==> src/rtl/div_issue_ctrl_pkg.sv <==
// Shared width and FSM state encoding for the DIV/DIVU issue controller.
package div_issue_ctrl_pkg;

    localparam int DATA_WIDTH = 32;

    typedef enum logic [2:0] {
        IDLE  = 3'd0,
        ISSUE = 3'd1,
        WAIT  = 3'd2,
        DONE  = 3'd3,
        DRAIN = 3'd4
    } state_t;

endpackage

==> src/rtl/div_issue_ctrl_hilo_regs.sv <==
// Architectural HI/LO registers. A divider writeback always beats a
// simultaneous move-to-HI/LO.
module hilo_regs
    import div_issue_ctrl_pkg::*;
#(
    parameter int WIDTH = DATA_WIDTH
) (
    input  logic             clk,
    input  logic             resetn,
    input  logic             wb_en,
    input  logic [WIDTH-1:0] wb_hi,
    input  logic [WIDTH-1:0] wb_lo,
    input  logic             mthi_en,
    input  logic             mtlo_en,
    input  logic [WIDTH-1:0] mt_wdata,
    output logic [WIDTH-1:0] hi,
    output logic [WIDTH-1:0] lo
);

    always_ff @(posedge clk or negedge resetn) begin
        if (!resetn) begin
            hi <= '0;
            lo <= '0;
        end else if (wb_en) begin
            hi <= wb_hi;
            lo <= wb_lo;
        end else begin
            if (mthi_en) hi <= mt_wdata;
            if (mtlo_en) lo <= mt_wdata;
        end
    end

endmodule

==> src/rtl/div_issue_ctrl.sv <==
// Issue controller between the EX stage and a multi-cycle divider: latches
// operands, pulses div_en once, stalls EX and writes HI/LO on completion.
module div_issue_ctrl #(
    parameter int DATA_WIDTH = div_issue_ctrl_pkg::DATA_WIDTH
) (
    input  logic                  clk,
    input  logic                  resetn,
    input  logic                  req_valid,
    input  logic                  req_signed,
    input  logic [DATA_WIDTH-1:0] req_src_a,
    input  logic [DATA_WIDTH-1:0] req_src_b,
    input  logic                  ex_flush,
    input  logic                  mthi,
    input  logic                  mtlo,
    input  logic [DATA_WIDTH-1:0] mt_wdata,
    output logic                  stall,
    output logic [DATA_WIDTH-1:0] hi,
    output logic [DATA_WIDTH-1:0] lo,
    output logic                  div_en,
    output logic                  div_signed,
    output logic [DATA_WIDTH-1:0] div_dividend,
    output logic [DATA_WIDTH-1:0] div_divisor,
    input  logic                  div_busy,
    input  logic                  div_complete,
    input  logic [DATA_WIDTH-1:0] div_quotient,
    input  logic [DATA_WIDTH-1:0] div_remainder
);

    import div_issue_ctrl_pkg::*;

    state_t                state;
    state_t                state_next;
    logic                  op_signed;
    logic [DATA_WIDTH-1:0] op_a;
    logic [DATA_WIDTH-1:0] op_b;
    logic                  accept;
    logic                  wb_en;
    logic                  stall_fsm;
    logic                  div_en_fsm;
    logic                  mt_allowed;
    logic                  unused_busy;

    // Completion is tracked through div_complete alone.
    assign unused_busy = div_busy;

    always_ff @(posedge clk or negedge resetn) begin
        if (!resetn) begin
            state <= IDLE;
        end else begin
            state <= state_next;
        end
    end

    always_ff @(posedge clk or negedge resetn) begin
        if (!resetn) begin
            op_signed <= 1'b0;
            op_a      <= '0;
            op_b      <= '0;
        end else if (accept) begin
            op_signed <= req_signed;
            op_a      <= req_src_a;
            op_b      <= req_src_b;
        end
    end

    always_comb begin
        state_next = state;
        accept     = 1'b0;
        wb_en      = 1'b0;
        stall_fsm  = 1'b0;
        div_en_fsm = 1'b0;
        case (state)
            IDLE: begin
                if (req_valid && !ex_flush) begin
                    accept     = 1'b1;
                    stall_fsm  = 1'b1;
                    state_next = ISSUE;
                end
            end
            ISSUE: begin
                div_en_fsm = 1'b1;
                stall_fsm  = 1'b1;
                state_next = ex_flush ? DRAIN : WAIT;
            end
            WAIT: begin
                stall_fsm = 1'b1;
                // A flush that lands with the result drops it; nothing left to drain.
                if (div_complete) begin
                    wb_en      = !ex_flush;
                    state_next = ex_flush ? IDLE : DONE;
                end else if (ex_flush) begin
                    state_next = DRAIN;
                end
            end
            DONE: begin
                state_next = IDLE;
            end
            DRAIN: begin
                stall_fsm = req_valid;
                if (div_complete) begin
                    state_next = IDLE;
                end
            end
            default: begin
                state_next = IDLE;
            end
        endcase
    end

    // Reset must silence the outputs at once, even while req_valid is high.
    assign stall      = stall_fsm & resetn;
    assign div_en     = div_en_fsm & resetn;
    assign mt_allowed = (state == IDLE) && !stall_fsm && !ex_flush;

    assign div_signed   = op_signed;
    assign div_dividend = op_a;
    assign div_divisor  = op_b;

    hilo_regs #(
        .WIDTH(DATA_WIDTH)
    ) u_hilo_regs (
        .clk      (clk),
        .resetn   (resetn),
        .wb_en    (wb_en),
        .wb_hi    (div_remainder),
        .wb_lo    (div_quotient),
        .mthi_en  (mthi && mt_allowed),
        .mtlo_en  (mtlo && mt_allowed),
        .mt_wdata (mt_wdata),
        .hi       (hi),
        .lo       (lo)
    );

endmodule

==> config.mk <==
export PLATFORM = sky130hd
export DESIGN_NAME = div_issue_ctrl
export DESIGN_NICKNAME = d
export VERILOG_FILES = /design/src/rtl/div_issue_ctrl_pkg.sv /design/src/rtl/div_issue_ctrl_hilo_regs.sv /design/src/rtl/div_issue_ctrl.sv
export SDC_FILE = /design/constraint.sdc
export NUM_CORES = 1
export LEC_CHECK = 0
export CAP_MARGIN = 40
export CORE_MARGIN = 4
export CORE_UTILIZATION = 40
export CTS_CLUSTER_DIAMETER = 120
export CTS_CLUSTER_SIZE = 14
export DETAILED_ROUTE_END_ITERATION = 8
export PLACE_DENSITY = 0.8
export REMOVE_ABC_BUFFERS = 1
export SLEW_MARGIN = 10
export SYNTH_ARGS = -nofsm -noshare
export SYNTH_HDL_FRONTEND = slang
export SYNTH_HIERARCHICAL = 1
export SYNTH_SLANG_ARGS = --single-unit
==> constraint.sdc <==
create_clock -name clk -period 4.37 [get_ports clk]
set_input_delay 0.437 -clock clk [delete_from_list [all_inputs] [get_ports clk]]
set_output_delay 0.437 -clock clk [all_outputs]
set_load 0.05 [all_outputs]
# After elaboration in Yosys (flattened, before gate mapping)
# Cells that the tools add are included.
# totals
reg_bits,132
in_bits,169
elab_cells,43
# op_classes
n_eq_ne,6
mux,17
bitwise,2
n_reduce_logical,12
# op_table
cell,n
2-to-1 mux 32 bit,4
2-to-1 mux 3 bit,5
case mux 3 bit (4 select lines),1
logical AND 1 bit,5
2-to-1 mux 1 bit,5
"inequality test 2 bit, second input constant",2
nonzero test 2 bit,2
"equality test 3 x 1 -> 1 bit, second input constant",1
"equality test 3 x 2 -> 1 bit, second input constant",1
"equality test 3 bit, second input constant",1
logical NOT 3 bit,1
"inequality test 3 bit, second input constant",1
case mux 1 bit (3 select lines),1
AND reduction 3 bit,1
AND 1 bit,2
logical NOT 1 bit,2
2-to-1 mux 2 bit,1
OR reduction 2 bit,1

# Logic depth before layout (Yosys ltp)
# depth
depth_word,10
depth_mapped,8

# By module
# Netlist, hierarchy kept.
# by_module_without_submodules
module,n_inst,cells_each,area_per_inst_um2,seq_area_each_um2
hilo_regs,1,278,3015.4,1601.5
div_issue_ctrl,1,165,2869.0,1701.6

# Worst setup path before layout
# OpenSTA, ideal clock, no wires.
# synth_timing
path_type,register to output
from,reg state[1]
to,out stall
arrival_time_ns,1.383
t_required_ns,3.933
path_slack_ns,2.550
stages_incl_launch_ff,5
n_path_buf,1
cell_sequence,dfrtp_1 > buf_2 > mux2i_1 > a221oi_1 > nor2_1
# synth_between
elab_chain_cells,4
# synth_lines
element,line,text
start: declaration,div_issue_ctrl.sv:31,state_t state;
start signal: assignment,div_issue_ctrl.sv:50,state <= state_next;
equality test 3 x 2 -> 1 bit or equality test 3 x 1 -> 1 bit (tied branches),div_issue_ctrl.sv:72,case (state)
OR reduction 2 bit (no source line),n/a,
case mux 1 bit (3 select lines) (*),div_issue_ctrl.sv:72,
AND 1 bit (*),div_issue_ctrl.sv:111,assign stall = stall_fsm & resetn;
end: declaration,div_issue_ctrl.sv:16,"output logic stall,"
# Every way passes the cells marked *; elsewhere a longest branch is shown, timed or not.

# Worst setup path in the final report
# layout_timing
from,in resetn
to,out div_en
# layout_between
elab_chain_cells,1
# layout_lines
element,line,text
start: declaration,div_issue_ctrl.sv:7,"input logic resetn,"
AND 1 bit,div_issue_ctrl.sv:112,assign div_en = div_en_fsm & resetn;
end: declaration,div_issue_ctrl.sv:19,"output logic div_en,"
# Every way passes these cells.

==> flow_summary.yaml <==
clocking:
  ctsHtreeMaxLevel: 4
  path_clk_slew_ns: 0.06
  clock-sinks: 132
  cts_setup_buffers: 0
  clk_latency_ns: 0.41
  numCtsBuffers: 17
  cts_tree: "yes"
  clock-root-buffer: "clkbuf_16"
  cts_buffer_depth: 2
power:
  total_power_uw: 8040
  power.density_mw_per_mm2: 841.6
  total_leakage_power_uw: 0.003952
  vdd_drop_max_mv: 0.5142
global_route:
  grt_use_total: 0.2120
  grt_max_degree: 85
  overflow: 0
  grt_pass1_wl_um: 27030
  antenna_found_initial: 0
  grt_pass1_vias: 5000
logic_synthesis:
  synth_compound_area_frac: 0.06102
  synth.top_cell.area_share: 0.5613
  yosys.area_share.simple: 0.05656
  synthesis.area_mm2: 0.005884
  yosysUniqueCellTypes: 25
  synth.avg_cell_area_um2: 13.28
  synthXorXnorAreaFrac: 0.001488
  yosys_warnings: 6
  synth_top_family_by_area: "multiplexers"
  synth_fa_ha_area_frac: 0
  syn_inst: 443
  yosys-mux-area-fraction: 0.2669
  yosysSeqAreaShare: 0.5613
  yosysTopAreaCell: "dfrtp_1"
  ys_top_cells_by_area: "dfrtp_1, mux2_4, mux2i_1"
  synth-seq-cells: 132
route:
  drc: 0
  viasPerCell: 4.892
  wl_per_cell_um: 18.90
  ant_nets: 0
  via_count: 4569
  drt_iter0_markers: 177
  wirelength_um: 17650
  dr.pass1.iters: 5
cells_and_area:
  final_nets: 906
  fillers: 1061
  seqCellArea_mm2: 0.003303
  diodes: 0
  area_growth_pct: 62.36
  multi_input_area_mm2: 0.002287
  drive_gt1_frac: 0.1480
min_path:
  min_path_type: "flip-flop to flip-flop"
floorplan:
  dieArea_mm2: 0.01672
  die_w_um: 129.3
  die_h_um: 129.3
  initial_core_util: 0.4064
  core-area_mm2: 0.01448
  rows: 44
  io_pins: 300
sta:
  max_freq_mhz: 341.5
  rsz0062_at_grt: "false"
  worst_pin_slew_ns: 0.5723
  skew_ns: 0.006536
  setup_violations: 0
  tns_ns: 0
  maxSlewHeadroom: 0.6172
  hold_slack_ns: 0.5035
  hold_viol: 0
  fin_crit_ns: 2.928
  fin_crit_sh: 0.6700
  finalMaxSlewViolations: 0
worst_setup_path:
  cp-end-kind: "output port"
  crit_arrival_ns: 2.49
  path_class: "primary input to output port"
  crit_required_ns: 3.93
  start_kind: "primary input"
  cp_max_fo: 54
status:
  outcome: "completed"
placement:
  detailed_place_hpwl_um: 13130
  place_congestion: 0.8035
  io_buffers: 298
run:
  maxCapViolations: 0
==> worst paths after layout <==
| path | slack (ns) | from | cells past startpoint | to |
|---|---|---|---|---|
| max in group asynchronous | 2.78 | resetn | 4 | u_hilo_regs/lo[10] |
| worst max-delay path | 1.44 | resetn | 4 | div_en |
| worst max register to register | 1.89 | state[2] | 6 | u_hilo_regs/lo[20] |
| min in group asynchronous | 0.55 | resetn | 2 | u_hilo_regs/hi[27] |
| worst min register to register | 0.50 | div_dividend[11] | 1 | div_dividend[11] |
| worst min-delay path | 0.50 | div_dividend[11] | 1 | div_dividend[11] |
==> power by group <==
group | leakage, uW | internal (uW) | switching [uW]
Combinational | 0.00208 | 1640 | 2790
Clock | 0.000294 | 901 | 559
Sequential | 0.00158 | 1800 | 351
Total | 0.00395 | 4340 | 3700
==> layout by cell type, fill, tap and decap left out, types with 3 or more instances in the layout <==
cell type        instances
clkdlybuf4s50_1        297
dfrtp_1                132
nand2_1                 66
mux2i_1                 65
o21ai_1                 60
mux2_4                  50
clkbuf_16               17
mux2_2                  15
o21ai_0                  5
clkinv_2                 4
inv_6                    4
buf_4                    4
bufinv_16                3
buf_16                   3
==> area by class of cell <==
| type | count | share of cell area |
|---|---|---|
| clock buffers | 17 | 0.04453 |
| multi-input cells | 278 | 0.2394 |
| well taps | 184 | 0.02410 |
| clock inverters | 15 | 0.01860 |
| inverters | 1 | 0.0003929 |
| flip-flops and latches | 132 | 0.3457 |
| repair buffers | 307 | 0.3273 |
==> kinds of logic (layout without fill, tap and decap cells) <==
kind of cell | Yosys count | in the layout
flops | 132 | 132
mux | 130 | 130
simple gates | 78 | 78
compound gates | 69 | 69
buf+inv | 33 | 340
xor+xnor | 1 | 1
==> layer usage <==
metal	vias to the layer above	track usage	wire length, um
li1	2128	-	-
met1	2202	0.2361	6588
met2	216	0.3616	8660
met3	23	0.09893	2094
met4	0	0.06733	304
met5	-	0	0
==> state kept, by name, summed over array words and instances, names as in the netlist <==
signal          cells
div_dividend       32
div_divisor        32
div_signed          1
state               3
u_hilo_regs/hi     32
u_hilo_regs/lo     32
==> timing repair <==
item                                   in CTS  in global routing
hold buffers                                1                  0
gates resized for setup                     0                  0
endpoints found under the hold margin      51                  0
==> Yosys cell counts <==
library cell / number
dfrtp_1: 132
nand2_1: 67
mux2i_1: 65
o21ai_1: 60
mux2_4: 50
buf_2: 17
mux2_2: 15
buf_6: 9
buf_12: 6
o21ai_0: 5
and2_1: 2
nor2b_1: 2
a2111oi_0: 1
a221oi_1: 1
and3_1: 1
inv_1: 1
nand2b_1: 1
nor2_1: 1
nor3_1: 1
nor3b_1: 1
nor4_1: 1
nor4_4: 1
o211ai_1: 1
o41ai_1: 1
xnor2_1: 1
==> metrics by stage <==
stage	utilization	instances	worst slack, ns	cell area [um2]
after floorplan	-	411	-5.945	5578
after CTS	0.6599	934	1.399	9554
after global routing	0.6599	934	1.314	9554
final	0.6599	934	1.442	9554
after detailed placement	0.6175	901	1.301	8941
after global placement	0.6104	897	1.349	8838
==> worst max-delay path: stages <==
cell and delay [ns]:
dlygate4sd3_1 0.55, buf_6 0.41, and3_1 0.24, clkdlybuf4s50_1 0.83
No activity file was read; power rests on OpenSTA's default activity.
